$ cat config.mk
export PLATFORM = sky130hd
export DESIGN_NAME = ex_operand_stage
export DESIGN_NICKNAME = d
export VERILOG_FILES = /design/src/rtl/core_pkg.sv /design/src/rtl/ex_forward_unit.sv /design/src/rtl/ex_operand_stage.sv
export SDC_FILE = /design/constraint.sdc
export NUM_CORES = 1
export LEC_CHECK = 0
export CELL_PAD_IN_SITES_DETAIL_PLACEMENT = 0
export CELL_PAD_IN_SITES_GLOBAL_PLACEMENT = 1
export CORE_ASPECT_RATIO = 1.5
export CORE_MARGIN = 3
export CORE_UTILIZATION = 31
export CTS_CLUSTER_SIZE = 12
export DETAILED_ROUTE_END_ITERATION = 8
export PLACE_DENSITY = 0.84
export SETUP_SLACK_MARGIN = 0.4
export SYNTH_ARGS = -nofsm -noshare
export SYNTH_HDL_FRONTEND = slang
export SYNTH_SLANG_ARGS = --single-unit
$ cat constraint.sdc
create_clock -name clk -period 2.6 [get_ports clk]
set_input_delay 0.26 -clock clk [delete_from_list [all_inputs] [get_ports clk]]
set_output_delay 0.26 -clock clk [all_outputs]
set_load 0.01 [all_outputs]
$ cat src/rtl/core_pkg.sv
// Shared core definitions: datapath widths, ALU control codes, ALU-op
// encodings, the ID/EX register payload and the ALU control decoder.
package core_pkg;

    localparam int unsigned XLEN   = 32;
    localparam int unsigned REG_AW = 5;

    localparam logic [3:0] ALU_AND = 4'b0000;
    localparam logic [3:0] ALU_OR  = 4'b0001;
    localparam logic [3:0] ALU_ADD = 4'b0010;
    localparam logic [3:0] ALU_SUB = 4'b0110;
    localparam logic [3:0] ALU_SLT = 4'b0111;
    localparam logic [3:0] ALU_NOR = 4'b1100;
    localparam logic [3:0] ALU_ILL = 4'b1111;

    localparam logic [1:0] ALUOP_ADD   = 2'b00;
    localparam logic [1:0] ALUOP_SUB   = 2'b01;
    localparam logic [1:0] ALUOP_RTYPE = 2'b10;
    localparam logic [1:0] ALUOP_ITYPE = 2'b11;

    // Contents of the ID/EX pipeline register.
    typedef struct packed {
        logic              valid;
        logic              reg_write;
        logic              mem_read;
        logic              mem_write;
        logic              mem_to_reg;
        logic              branch;
        logic              a_pc;
        logic              alu_src;
        logic [3:0]        alu_ctrl;
        logic [REG_AW-1:0] rd;
        logic [REG_AW-1:0] rs1;
        logic [REG_AW-1:0] rs2;
        logic [XLEN-1:0]   pc;
        logic [XLEN-1:0]   imm;
        logic [XLEN-1:0]   rs1_data;
        logic [XLEN-1:0]   rs2_data;
    } ex_reg_t;

    // A bubble is all-zero except the ALU code, which idles at ADD.
    function automatic ex_reg_t ex_bubble();
        ex_reg_t b;
        b          = '0;
        b.alu_ctrl = ALU_ADD;
        return b;
    endfunction

    // Maps alu_op/funct3/funct7[5] to the 4-bit ALU control code.
    function automatic logic [3:0] alu_decode(input logic [1:0] op,
                                              input logic [2:0] funct3,
                                              input logic       funct7_5);
        logic [3:0] code;
        code = ALU_ILL;
        case (op)
            ALUOP_ADD: code = ALU_ADD;
            ALUOP_SUB: code = ALU_SUB;
            default: begin
                case (funct3)
                    3'b000: code = (op == ALUOP_RTYPE && funct7_5) ? ALU_SUB : ALU_ADD;
                    3'b111: code = ALU_AND;
                    3'b110: code = ALU_OR;
                    3'b010: code = ALU_SLT;
                    default: code = ALU_ILL;
                endcase
            end
        endcase
        return code;
    endfunction

endpackage

$ cat src/rtl/ex_forward_unit.sv
// Combinational operand forwarding for one register index.
// Ports: idx_i (source register index), rf_data_i (value read in ID),
//        exmem_*/memwb_* (writeback candidates), data_o (forwarded value).
module ex_forward_unit
    import core_pkg::*;
(
    input  logic [REG_AW-1:0] idx_i,
    input  logic [XLEN-1:0]   rf_data_i,
    input  logic              exmem_reg_write_i,
    input  logic [REG_AW-1:0] exmem_rd_i,
    input  logic [XLEN-1:0]   exmem_result_i,
    input  logic              memwb_reg_write_i,
    input  logic [REG_AW-1:0] memwb_rd_i,
    input  logic [XLEN-1:0]   memwb_result_i,
    output logic [XLEN-1:0]   data_o
);

    logic hit_exmem;
    logic hit_memwb;

    // x0 is hard-wired zero, so a write to it must never be forwarded.
    assign hit_exmem = exmem_reg_write_i && (exmem_rd_i != '0) && (exmem_rd_i == idx_i);
    assign hit_memwb = memwb_reg_write_i && (memwb_rd_i != '0) && (memwb_rd_i == idx_i);

    // The younger EX/MEM result wins over MEM/WB.
    always_comb begin
        data_o = rf_data_i;
        if (hit_exmem) begin
            data_o = exmem_result_i;
        end else if (hit_memwb) begin
            data_o = memwb_result_i;
        end
    end

endmodule

$ cat src/rtl/ex_operand_stage.sv
// ID/EX pipeline register feeding the execute-stage ALU: latches decoded
// fields, decodes the ALU control code, forwards from EX/MEM and MEM/WB,
// and inserts bubbles on load-use hazards, flush and hold.
// Ports: clk/rst_n; hold_i/flush_i global controls; id_* decoded fields;
//        exmem_*/memwb_* forward sources; ALU_A/ALU_B/ex_store_data
//        combinational operands; ALU_Control and ex_* registered fields;
//        stall_o freezes PC and IF/ID.
module ex_operand_stage
    import core_pkg::*;
(
    input  logic              clk,
    input  logic              rst_n,
    input  logic              hold_i,
    input  logic              flush_i,
    input  logic              id_valid,
    input  logic [XLEN-1:0]   id_pc,
    input  logic [XLEN-1:0]   id_rs1_data,
    input  logic [XLEN-1:0]   id_rs2_data,
    input  logic [XLEN-1:0]   id_imm,
    input  logic [REG_AW-1:0] id_rs1,
    input  logic [REG_AW-1:0] id_rs2,
    input  logic [REG_AW-1:0] id_rd,
    input  logic              id_uses_rs2,
    input  logic              id_a_pc,
    input  logic              id_alu_src,
    input  logic [1:0]        id_alu_op,
    input  logic [2:0]        id_funct3,
    input  logic              id_funct7_5,
    input  logic              id_reg_write,
    input  logic              id_mem_read,
    input  logic              id_mem_write,
    input  logic              id_mem_to_reg,
    input  logic              id_branch,
    input  logic              exmem_reg_write,
    input  logic [REG_AW-1:0] exmem_rd,
    input  logic [XLEN-1:0]   exmem_result,
    input  logic              memwb_reg_write,
    input  logic [REG_AW-1:0] memwb_rd,
    input  logic [XLEN-1:0]   memwb_result,
    output logic [XLEN-1:0]   ALU_A,
    output logic [XLEN-1:0]   ALU_B,
    output logic [3:0]        ALU_Control,
    output logic [XLEN-1:0]   ex_store_data,
    output logic              ex_valid,
    output logic              ex_reg_write,
    output logic              ex_mem_read,
    output logic              ex_mem_write,
    output logic              ex_mem_to_reg,
    output logic              ex_branch,
    output logic [REG_AW-1:0] ex_rd,
    output logic [XLEN-1:0]   ex_pc,
    output logic [XLEN-1:0]   ex_imm,
    output logic              stall_o
);

    ex_reg_t         ex_q;
    ex_reg_t         ex_d;
    ex_reg_t         id_fields;
    logic            load_use;
    logic [XLEN-1:0] fwd_rs1;
    logic [XLEN-1:0] fwd_rs2;

    // A load in EX whose destination is read by the instruction in ID.
    assign load_use = id_valid && ex_q.valid && ex_q.mem_read && (ex_q.rd != '0) &&
                      ((ex_q.rd == id_rs1) || (id_uses_rs2 && (ex_q.rd == id_rs2)));

    assign stall_o = (load_use || hold_i) && !flush_i;

    // Pack the ID fields, decoding the ALU code at capture time.
    always_comb begin
        id_fields            = '0;
        id_fields.valid      = id_valid;
        id_fields.reg_write  = id_reg_write;
        id_fields.mem_read   = id_mem_read;
        id_fields.mem_write  = id_mem_write;
        id_fields.mem_to_reg = id_mem_to_reg;
        id_fields.branch     = id_branch;
        id_fields.a_pc       = id_a_pc;
        id_fields.alu_src    = id_alu_src;
        id_fields.alu_ctrl   = alu_decode(id_alu_op, id_funct3, id_funct7_5);
        id_fields.rd         = id_rd;
        id_fields.rs1        = id_rs1;
        id_fields.rs2        = id_rs2;
        id_fields.pc         = id_pc;
        id_fields.imm        = id_imm;
        id_fields.rs1_data   = id_rs1_data;
        id_fields.rs2_data   = id_rs2_data;
    end

    // Next-state priority: flush, hold, load-use bubble, capture.
    always_comb begin
        ex_d = ex_q;
        if (flush_i) begin
            ex_d = ex_bubble();
        end else if (hold_i) begin
            ex_d = ex_q;
        end else if (load_use) begin
            ex_d = ex_bubble();
        end else begin
            ex_d = id_fields;
        end
    end

    always_ff @(posedge clk or negedge rst_n) begin
        if (!rst_n) begin
            ex_q <= ex_bubble();
        end else begin
            ex_q <= ex_d;
        end
    end

    ex_forward_unit u_fwd_rs1 (
        .idx_i             (ex_q.rs1),
        .rf_data_i         (ex_q.rs1_data),
        .exmem_reg_write_i (exmem_reg_write),
        .exmem_rd_i        (exmem_rd),
        .exmem_result_i    (exmem_result),
        .memwb_reg_write_i (memwb_reg_write),
        .memwb_rd_i        (memwb_rd),
        .memwb_result_i    (memwb_result),
        .data_o            (fwd_rs1)
    );

    ex_forward_unit u_fwd_rs2 (
        .idx_i             (ex_q.rs2),
        .rf_data_i         (ex_q.rs2_data),
        .exmem_reg_write_i (exmem_reg_write),
        .exmem_rd_i        (exmem_rd),
        .exmem_result_i    (exmem_result),
        .memwb_reg_write_i (memwb_reg_write),
        .memwb_rd_i        (memwb_rd),
        .memwb_result_i    (memwb_result),
        .data_o            (fwd_rs2)
    );

    assign ALU_A         = ex_q.a_pc    ? ex_q.pc  : fwd_rs1;
    assign ALU_B         = ex_q.alu_src ? ex_q.imm : fwd_rs2;
    assign ex_store_data = fwd_rs2;

    assign ALU_Control   = ex_q.alu_ctrl;
    assign ex_valid      = ex_q.valid;
    assign ex_reg_write  = ex_q.reg_write;
    assign ex_mem_read   = ex_q.mem_read;
    assign ex_mem_write  = ex_q.mem_write;
    assign ex_mem_to_reg = ex_q.mem_to_reg;
    assign ex_branch     = ex_q.branch;
    assign ex_rd         = ex_q.rd;
    assign ex_pc         = ex_q.pc;
    assign ex_imm        = ex_q.imm;

endmodule

==> impl_metrics.env, run 1 <==
export IMPL_violations="negative setup slack"
export IMPL_syn_nets=1082
export IMPL_numCtsBuffers=17
export IMPL_status="complete, but fails checks"
export IMPL_largest_reg_flops=76
export IMPL_yosysTopAreaCell="dfrtp_1"
export IMPL_cts_clk_slew_worst_paths_ns=0.07
export IMPL_ys_top_cells_by_count="dfrtp_1 (154), a22o_1 (152), buf_4 (77)"
export IMPL_insertion_delay_ns=0.45
export IMPL_initial_utilization_pct=31.71
export IMPL_final_area_um2=15920
export IMPL_htree_num_levels=4
export IMPL_avgViaCountPerCell=5.594
export IMPL_clock_path_buffers=2
export IMPL_top_register="ex_q"
export IMPL_grtUsageTotal_pct=27.26
export IMPL_grt_first_pass_wirelength_um=61350
export IMPL_portBuffers=413
export IMPL_clkPwrFrac_pct=36.5
export IMPL_setup_violations=88
export IMPL_ios=414
export IMPL_powerDensity_nw_per_um2=478.9
export IMPL_ant_nets=0
export IMPL_rsz0062_at_grt="yes"
export IMPL_fin_crit_ns=2.822
export IMPL_num_vias=9292
export IMPL_wl_met1_um=15650
export IMPL_power_leakage_nw=6.904
export IMPL_critPathBufInv=6
export IMPL_core_area_um2=27500
export IMPL_drt_total_wl_um=42660
export IMPL_fp_dieH_um=211.4
export IMPL_drive_gt1_share_pct=34.86
export IMPL_crit_required_ns=2.34
export IMPL_grt_max_degree=82
export IMPL_fill_cells=2244
export IMPL_placed_cell_area_um2=13360
export IMPL_dr_pass1_iters=7
export IMPL_arrival_ns=2.56
export IMPL_path_class="reg2out"
export IMPL_synth_warnings=0
export IMPL_critPathMaxFanout=6
export IMPL_ys_top_cells_by_area="dfrtp_1 (44%), a22o_1 (15%), buf_4 (6.6%)"
export IMPL_switching_power_mw=2.205
export IMPL_dieArea_um2=30220
export IMPL_placedCellCount=1548
export IMPL_clock_sinks=155
export IMPL_layout_cells_non_filler=1661
export IMPL_pre_cts_slack_ns=-0.9065
export IMPL_internal_power_mw=5.419
export IMPL_clockRootBuffer="clkbuf_16"
export IMPL_area_growth_pct=82.55
export IMPL_floorplan_rows=74
export IMPL_synth_cells=844
export IMPL_ys_ff_latch=155
export IMPL_worst_slack_ns=-0.2222
export IMPL_synth_edf_count=0
export IMPL_cp_cell_sequence="buf_6 -> xnor2_4 -> and3_4 -> nand3_4 -> buf_12 -> buf_12 -> buf_8 -> a221oi_2 -> buf_4 -> o31ai_2 -> buf_2"
export IMPL_top_layer="met4"
export IMPL_skew_ns=0.01038
export IMPL_synthMostInstantiatedCell="dfrtp_1"
export IMPL_synth_area_per_cell_um2=10.33
export IMPL_switching_share_pct=28.92
export IMPL_wl_met3_um=2707
export IMPL_route_detailed_drc=0
export IMPL_critPathMostFrequentCell="buf_12"
export IMPL_max_freq_ghz=0.3543
export IMPL_maxCapViolations=0
export IMPL_cp_slowest_cell="dfrtp_1"
export IMPL_chipWidth_um=142.9
export IMPL_synth_distinct_cells=43
export IMPL_synth_top_area_share_pct=44.20
export IMPL_tightest_slew_ns=0.5937
export IMPL_min_period_over_period_pct=108.5
export IMPL_worst_r2r_setup_slack_ns=0.41
export IMPL_gp_congestion=0.9176
export IMPL_grt_pass1_vias=9863
export IMPL_path_delay_family="buffers and inverters"
export IMPL_slew_headroom_pct=60.42
export IMPL_overflow=0
export IMPL_cp_slowest_stage_delay_ns=0.41
export IMPL_async_reset_ff_share_pct=100.0
export IMPL_end_kind="output pin"
export IMPL_hold_class="in2async"
export IMPL_hold_violations=0
export IMPL_antenna_found_initial=5
export IMPL_finalNetCount=1540
export IMPL_setup_tns_ns=-9.038
export IMPL_drt_wirelength_per_cell_um=25.69
export IMPL_ys_seq_area_share_pct=44.50
export IMPL_hpwl_um=27660
export IMPL_comb_power_share_pct=28.3
export IMPL_yosys_most_used_dff="dfrtp_1"
export IMPL_seqPwrFrac_pct=35.2
export IMPL_drt_first_iter_violations=670
export IMPL_netlist_area_um2=8720
export IMPL_max_vdd_ir_drop_mv=0.4382
export IMPL_worstSetupStartpointType="register"
export IMPL_cts_tree="yes"
export IMPL_wl_met2_um=21960
export IMPL_slew_violations=0
==> final timing paths <==
kind                            cells past startpoint             from              to
worst min register to register                      2   ALU_Control[1]  ALU_Control[1]
min in group clk                                    2  id_rs1_data[21]        ex_q[53]
worst max register to register                      9         ex_rd[4]  ALU_Control[0]
max in group asynchronous                           3            rst_n         ex_q[8]
worst min-delay path                                2            rst_n       ex_pc[18]
worst max-delay path                               11        ex_q[131]       ALU_B[19]
==> cell usage in the layout (no fill, tap or decap), drive strengths merged, types with 4 or more instances in the layout <==
| cell type | n |
|---|---|
| nand4 | 8 |
| mux2i | 33 |
| mux2 | 7 |
| dfrtp | 154 |
| buf | 265 |
| and3 | 28 |
| a222oi | 32 |
| clkdlybuf4s50 | 306 |
| bufinv | 4 |
| nand2 | 30 |
| clkbuf | 25 |
| nand3 | 6 |
| a31oi | 6 |
| o31ai | 32 |
| inv | 67 |
| diode | 5 |
| xnor2 | 28 |
| clkinv | 6 |
| nor2 | 58 |
| nor3 | 9 |
| a22o | 152 |
| dlygate4sd2 | 6 |
| a221oi | 26 |
==> power by group through the flow <==
stage	sequential [mW]	clock, mW	combinational [mW]
floorplan	2.67	0	0.742
global placement	2.70	0	1.83
detailed placement	2.71	0	1.84
CTS	2.68	2.82	2.06
global route	2.70	2.92	2.27
finish	2.68	2.78	2.15
==> per-stage QoR <==
stage	hold WS, ns	util, %	power (mW)
2_1_floorplan	-0.03559	-	3.409
3_3_place_gp	0.2776	48.57	4.531
5_1_grt	0.3924	57.89	7.889
3_5_place_dp	0.2865	48.57	4.550
4_1_cts	0.3691	56.00	7.556
6_report	0.3478	57.89	7.624
==> final cells by class <==
class                   instances  area, um2  area share [%]
flip-flops and latches        155       3889           24.43
inverters                      67      251.5           1.580
clock buffers                  21      470.5           2.956
clock inverters                10      165.2           1.038
diodes                          5      12.51         0.07860
well taps                     342      427.9           2.688
multi-input cells             476       4885           30.69
repair buffers                585       5817           36.54
==> layer usage <==
layer | up-vias | track usage [%]
met5 | - | 0
met4 | 0 | 15.35
met3 | 126 | 4.701
met2 | 508 | 46.64
met1 | 4640 | 32.02
li1 | 4018 | -
==> logic make-up after synthesis <==
group	Yosys count	synth area share (%)
flops	155	44.50
xor+xnor	30	3.013
compound gates	260	26.37
buf+inv	214	13.32
simple gates	145	8.107
mux	40	4.692
==> what timing repair did <==
item,in CTS,in global routing
hold buffers,1,0
pin swaps,107,48
hold endpoints to repair,55,0
gates cloned,8,2
gates resized for setup,669,67
buffers inserted,49,17
endpoints found under the setup margin,97,97
(Power assumes the default switching activity.)
==> inputs of run 2 (changes only) <==
--- a/config.mk
+++ b/config.mk
@@ -12,7 +12,7 @@
 export CORE_UTILIZATION = 31
 export CTS_CLUSTER_SIZE = 12
 export DETAILED_ROUTE_END_ITERATION = 8
-export PLACE_DENSITY = 0.84
+export PLACE_DENSITY_LB_ADDON = 0.1
 export SETUP_SLACK_MARGIN = 0.4
 export SYNTH_ARGS = -nofsm -noshare
 export SYNTH_HDL_FRONTEND = slang
==> impl_metrics.env, run 2 (synthesized netlist as in run 1, its figures left out) <==
export IMPL_status="complete, but fails checks"
export IMPL_violations="negative setup slack"
export IMPL_finalNetCount=1560
export IMPL_numCtsBuffers=17
export IMPL_area_growth_pct=84.99
export IMPL_chipWidth_um=142.9
export IMPL_mostFrequentLayoutCells="clkdlybuf4s50_1 (305), a22o_1 (152), dfrtp_1 (145)"
export IMPL_drt_wirelength_per_cell_um=26.88
export IMPL_maxCapViolations=0
export IMPL_worst_slack_ns=-0.1598
export IMPL_setup_violations=85
export IMPL_placedCellCount=1537
export IMPL_drive_gt1_share_pct=36.48
export IMPL_slew_violations=0
export IMPL_gp_congestion=0.8654
export IMPL_critPathMaxFanout=4
export IMPL_hold_class="in2async"
export IMPL_arrival_ns=2.50
export IMPL_min_period_over_period_pct=106.1
export IMPL_worstSetupStartpointType="register"
export IMPL_clock_path_buffers=2
export IMPL_core_area_um2=27500
export IMPL_hpwl_um=29870
export IMPL_cp_slowest_cell="dfrtp_2"
export IMPL_crit_required_ns=2.34
export IMPL_max_vdd_ir_drop_mv=0.4723
export IMPL_skew_ns=0.008132
export IMPL_ios=414
export IMPL_power_leakage_nw=6.969
export IMPL_path_class="reg2out"
export IMPL_layout_cells_non_filler=1682
export IMPL_finalPower_mw=7.531
export IMPL_rsz0062_at_grt="yes"
export IMPL_largest_reg_flops=76
export IMPL_initial_utilization_pct=31.71
export IMPL_path_delay_family="buffers and inverters"
export IMPL_floorplan_rows=74
export IMPL_grtUsageTotal_pct=28.51
export IMPL_antenna_found_initial=5
export IMPL_end_kind="output pin"
export IMPL_fill_cells=2392
export IMPL_top_layer="met5"
export IMPL_final_common_cell="clkdlybuf4s50_1"
export IMPL_fp_dieH_um=211.4
export IMPL_grt_max_degree=76
export IMPL_avgViaCountPerCell=5.441
export IMPL_cts_tree="yes"
export IMPL_insertion_delay_ns=0.45
export IMPL_cts_clk_slew_worst_paths_ns=0.06
export IMPL_max_freq_ghz=0.3623
export IMPL_route_detailed_drc=0
export IMPL_htree_num_levels=4
export IMPL_drt_first_iter_violations=580
export IMPL_critPathBufInv=4
export IMPL_wl_met3_um=3132
export IMPL_clock_sinks=155
export IMPL_hold_violations=0
export IMPL_ant_nets=0
export IMPL_portBuffers=413
export IMPL_top_register="ex_q"
export IMPL_wl_met1_um=16070
export IMPL_overflow=0
export IMPL_dr_pass1_iters=7
export IMPL_cp_cell_sequence="xnor2_2 -> nand4_1 -> buf_6 -> or2_4 -> buf_12 -> buf_16 -> a31oi_4 -> mux2_4 -> buf_6"
export IMPL_wl_met2_um=23730
export IMPL_drt_total_wl_um=45220
export IMPL_setup_tns_ns=-5.685
export IMPL_slew_headroom_pct=56.61
export IMPL_critPathMostFrequentCell="buf_6"
export IMPL_powerDensity_nw_per_um2=466.9
export IMPL_grt_first_pass_wirelength_um=63140
export IMPL_fin_crit_ns=2.760
export IMPL_cp_slowest_stage_delay_ns=0.46
export IMPL_num_vias=9151
export IMPL_tightest_slew_ns=0.6508
export IMPL_grt_pass1_vias=9606
export IMPL_clockRootBuffer="clkbuf_16"
export IMPL_dieArea_um2=30220
run 2: layout make-up:
| class | count | area [um2] | share of cell area [%] |
|---|---|---|---|
| antenna | 5 | 12.51 | 0.07757 |
| clock buffer | 20 | 456.7 | 2.831 |
| clock inverter | 12 | 146.4 | 0.9075 |
| inverter | 67 | 251.5 | 1.559 |
| multi-input combinational | 478 | 4881 | 30.26 |
| sequential | 155 | 3891 | 24.12 |
| tap | 342 | 427.9 | 2.653 |
| timing repair buffer | 603 | 6063 | 37.59 |
run 2: per-stage QoR:
| step | instance area (um2) | hold WS [ns] | util (%) | setup WS (ns) |
|---|---|---|---|---|
| finish | 16130 | 0.3393 | 58.66 | -0.1598 |
| detailed placement | 13250 | 0.2507 | 48.18 | -1.172 |
| CTS | 15330 | 0.3308 | 55.75 | -0.2245 |
| global placement | 13250 | 0.2447 | 48.18 | -1.181 |
| floorplan | 8720 | -0.03559 | - | 0.4069 |
| global route | 16130 | 0.3606 | 58.65 | -0.2938 |
run 2: path summary, 6_finish.rpt:
| check | from | endpoint | slack [ns] | cells past startpoint |
|---|---|---|---|---|
| max | ex_q[130] | ALU_B[24] | -0.16 | 9 |
| max in group asynchronous | rst_n | ex_q[27] | 1.50 | 3 |
| min | rst_n | ex_pc[10] | 0.34 | 2 |
| max reg2reg | ex_rd[4] | ex_q[15] | 0.46 | 9 |
| min in group clk | id_imm[16] | ex_imm[16] | 0.41 | 2 |
| min reg2reg | ALU_Control[1] | ALU_Control[1] | 0.47 | 2 |
run 2: metal layers:
metal | up-vias | global-route usage, %
li1 | 4061 | -
met1 | 4564 | 31.03
met2 | 433 | 51.02
met3 | 91 | 6.983
met4 | 2 | 14.17
met5 | - | 0
run 2: repair_timing:
item | CTS | global route
endpoints found under the hold margin | 45 | 0
pin swaps | 104 | 76
setup buffers | 61 | 31
endpoints found under the setup margin | 97 | 105
gates cloned | 12 | 3
gates resized for setup | 659 | 103
hold buffers | 1 | 0
run 2: report_power, final:
group / leakage (nW) / total [mW] / switching [mW] / internal (mW)
clock: 0.292 / 2.64 / 1.09 / 1.55
sequential: 2.05 / 2.70 / 0.149 / 2.55
combinational: 4.63 / 2.19 / 0.980 / 1.21
==> inputs of run 3 (changes only) <==
--- a/config.mk
+++ b/config.mk
@@ -12,8 +12,10 @@
 export CORE_UTILIZATION = 31
 export CTS_CLUSTER_SIZE = 12
 export DETAILED_ROUTE_END_ITERATION = 8
+export HOLD_SLACK_MARGIN = 0.1
 export PLACE_DENSITY_LB_ADDON = 0.1
 export SETUP_SLACK_MARGIN = 0.4
+export SKIP_LAST_GASP = 1
 export SYNTH_ARGS = -nofsm -noshare
 export SYNTH_HDL_FRONTEND = slang
 export SYNTH_SLANG_ARGS = --single-unit
==> impl_metrics.env, run 3 (synthesized netlist as in run 1, its figures left out) <==
export IMPL_hold_violations=0
export IMPL_chipWidth_um=142.9
export IMPL_worst_r2r_setup_slack_ns=0.48
export IMPL_critPathMaxFanout=3
export IMPL_max_freq_ghz=0.3608
export IMPL_cts_tree="yes"
export IMPL_slew_violations=0
export IMPL_clkPwrFrac_pct=35.0
export IMPL_grtUsageTotal_pct=28.38
export IMPL_clock_path_buffers=2
export IMPL_floorplan_rows=74
export IMPL_finalNetCount=1562
export IMPL_internal_power_mw=5.313
export IMPL_finalPower_mw=7.523
export IMPL_numCtsBuffers=17
export IMPL_r2r_cells=9
export IMPL_powerDensity_nw_per_um2=467.1
export IMPL_core_area_um2=27500
export IMPL_maxCapViolations=0
export IMPL_hold_ws_ns=0.3423
export IMPL_hpwl_um=29870
export IMPL_worstSetupStartpointType="input port"
export IMPL_grt_max_degree=76
export IMPL_comb_power_share_pct=29.1
export IMPL_drt_total_wl_um=45220
export IMPL_worst_slack_ns=-0.1715
export IMPL_final_area_um2=16110
export IMPL_layout_cells_non_filler=1684
export IMPL_violations="negative setup slack"
export IMPL_fin_crit_ns=2.772
export IMPL_insertion_delay_ns=0.44
export IMPL_drt_first_iter_violations=560
export IMPL_final_common_cell="clkdlybuf4s50_1"
export IMPL_end_kind="output pin"
export IMPL_drive_gt1_share_pct=35.90
export IMPL_ant_nets=0
export IMPL_dr_pass1_iters=8
export IMPL_largest_reg_flops=76
export IMPL_placed_cell_area_um2=13250
export IMPL_min_period_over_period_pct=106.6
export IMPL_crit_required_ns=2.34
export IMPL_switching_power_mw=2.210
export IMPL_mostFrequentLayoutCells="clkdlybuf4s50_1 (305), a22o_1 (152), dfrtp_1 (145)"
export IMPL_avgViaCountPerCell=5.450
export IMPL_slew_headroom_pct=56.49
export IMPL_drt_wirelength_per_cell_um=26.85
export IMPL_placedCellCount=1537
export IMPL_grt_first_pass_wirelength_um=62880
export IMPL_rsz0062_at_grt="yes"
export IMPL_status="complete, but fails checks"
export IMPL_route_detailed_drc=0
export IMPL_num_vias=9178
export IMPL_top_register="ex_q"
export IMPL_skew_ns=0.006349
export IMPL_dieArea_um2=30220
export IMPL_seqPwrFrac_pct=35.9
export IMPL_area_growth_pct=84.70
export IMPL_ios=414
export IMPL_cts_clk_slew_worst_paths_ns=0.06
export IMPL_arrival_ns=2.51
export IMPL_clock_sinks=155
export IMPL_fin_util_pct=58.57
export IMPL_antenna_found_initial=5
export IMPL_max_vdd_ir_drop_mv=0.4729
export IMPL_initial_utilization_pct=31.71
export IMPL_r2r_end="ex_pc[6]"
export IMPL_switching_share_pct=29.37
export IMPL_path_class="in2out"
export IMPL_grt_pass1_vias=9598
export IMPL_htree_num_levels=4
export IMPL_tightest_slew_ns=0.6527
export IMPL_hold_class="in2async"
export IMPL_r2r_start="ex_rd[4]"
export IMPL_gp_congestion=0.8654
export IMPL_fp_dieH_um=211.4
export IMPL_power_leakage_nw=6.992
export IMPL_portBuffers=413
export IMPL_overflow=0
export IMPL_setup_violations=70
export IMPL_clockRootBuffer="clkbuf_16"
run 3: cell types whose count changed in the layout (fill, tap and decap cells not counted), moves of 2 or more:
cell,change
nor2_4,-5
buf_6,-4
nor2_1,+4
and3_1,+3
and3_4,-3
buf_4,+3
o31ai_1,+3
o31ai_2,-3
clkbuf_16,+2
run 3: final cells by class:
type | count | area, um2
Fill cell | 2377 | 11390
Timing Repair Buffer | 605 | 6085
Multi-Input combinational cell | 478 | 4835
Sequential cell | 155 | 3891
Clock buffer | 20 | 456.7
Tap cell | 342 | 427.9
Inverter | 67 | 251.5
Clock inverter | 12 | 146.4
Antenna cell | 5 | 12.51
run 3: per-stage QoR:
| step | setup WS, ns | setup TNS [ns] |
|---|---|---|
| after global placement | -1.181 | -72.16 |
| after floorplan | 0.4069 | 0 |
| final | -0.1715 | -4.496 |
| after CTS | -0.3005 | -9.191 |
| after detailed placement | -1.172 | -73.05 |
| after global routing | -0.2754 | -13.48 |
run 3: metal layers:
layer / GRT usage, % / part of all wire (%)
met1: 30.97 / 36
met2: 50.86 / 52
met3: 6.712 / 6.8
met4: 14.10 / 5.3
met5: 0 / 0.018
run 3: how the worst max path moves through the flow:
stage,startpoint,end,depth (start not counted)
6_report,memwb_rd[0],ALU_A[17],10
5_1_grt,ex_q[137],ALU_A[17],9
4_1_cts,ex_q[137],ALU_A[12],8
3_5_place_dp,memwb_rd[4],ALU_A[16],9
3_3_place_gp,memwb_rd[4],ALU_A[26],9
2_1_floorplan,memwb_rd[4],ALU_A[10],6
run 3: repair_timing:
item                       in CTS  in global routing
resized for setup             597                158
hold endpoints to repair       45                  0
buffers inserted               61                 31
cloned                         12                  5
pin swaps                     103                 84
hold buffers                    1                  0
setup endpoints to repair      97                108
run 3: power by group through the flow:
| stage | sequential, mW | combinational (mW) | clock [mW] |
|---|---|---|---|
| detailed placement | 2.72 | 1.84 | 0 |
| global placement | 2.72 | 1.83 | 0 |
| finish | 2.70 | 2.19 | 2.64 |
| floorplan | 2.67 | 0.742 | 0 |
| global route | 2.71 | 2.31 | 2.79 |
| CTS | 2.69 | 2.08 | 2.69 |
run 3: worst max-delay path: stages:
cell and delay (ns):
dlygate4sd2_1 0.24, or4_4 0.55, o21ai_4 0.19, nor4_4 0.07, buf_4 0.16, clkbuf_16 0.15
buf_6 0.12, mux2i_1 0.11, a222oi_1 0.43, buf_2 0.23
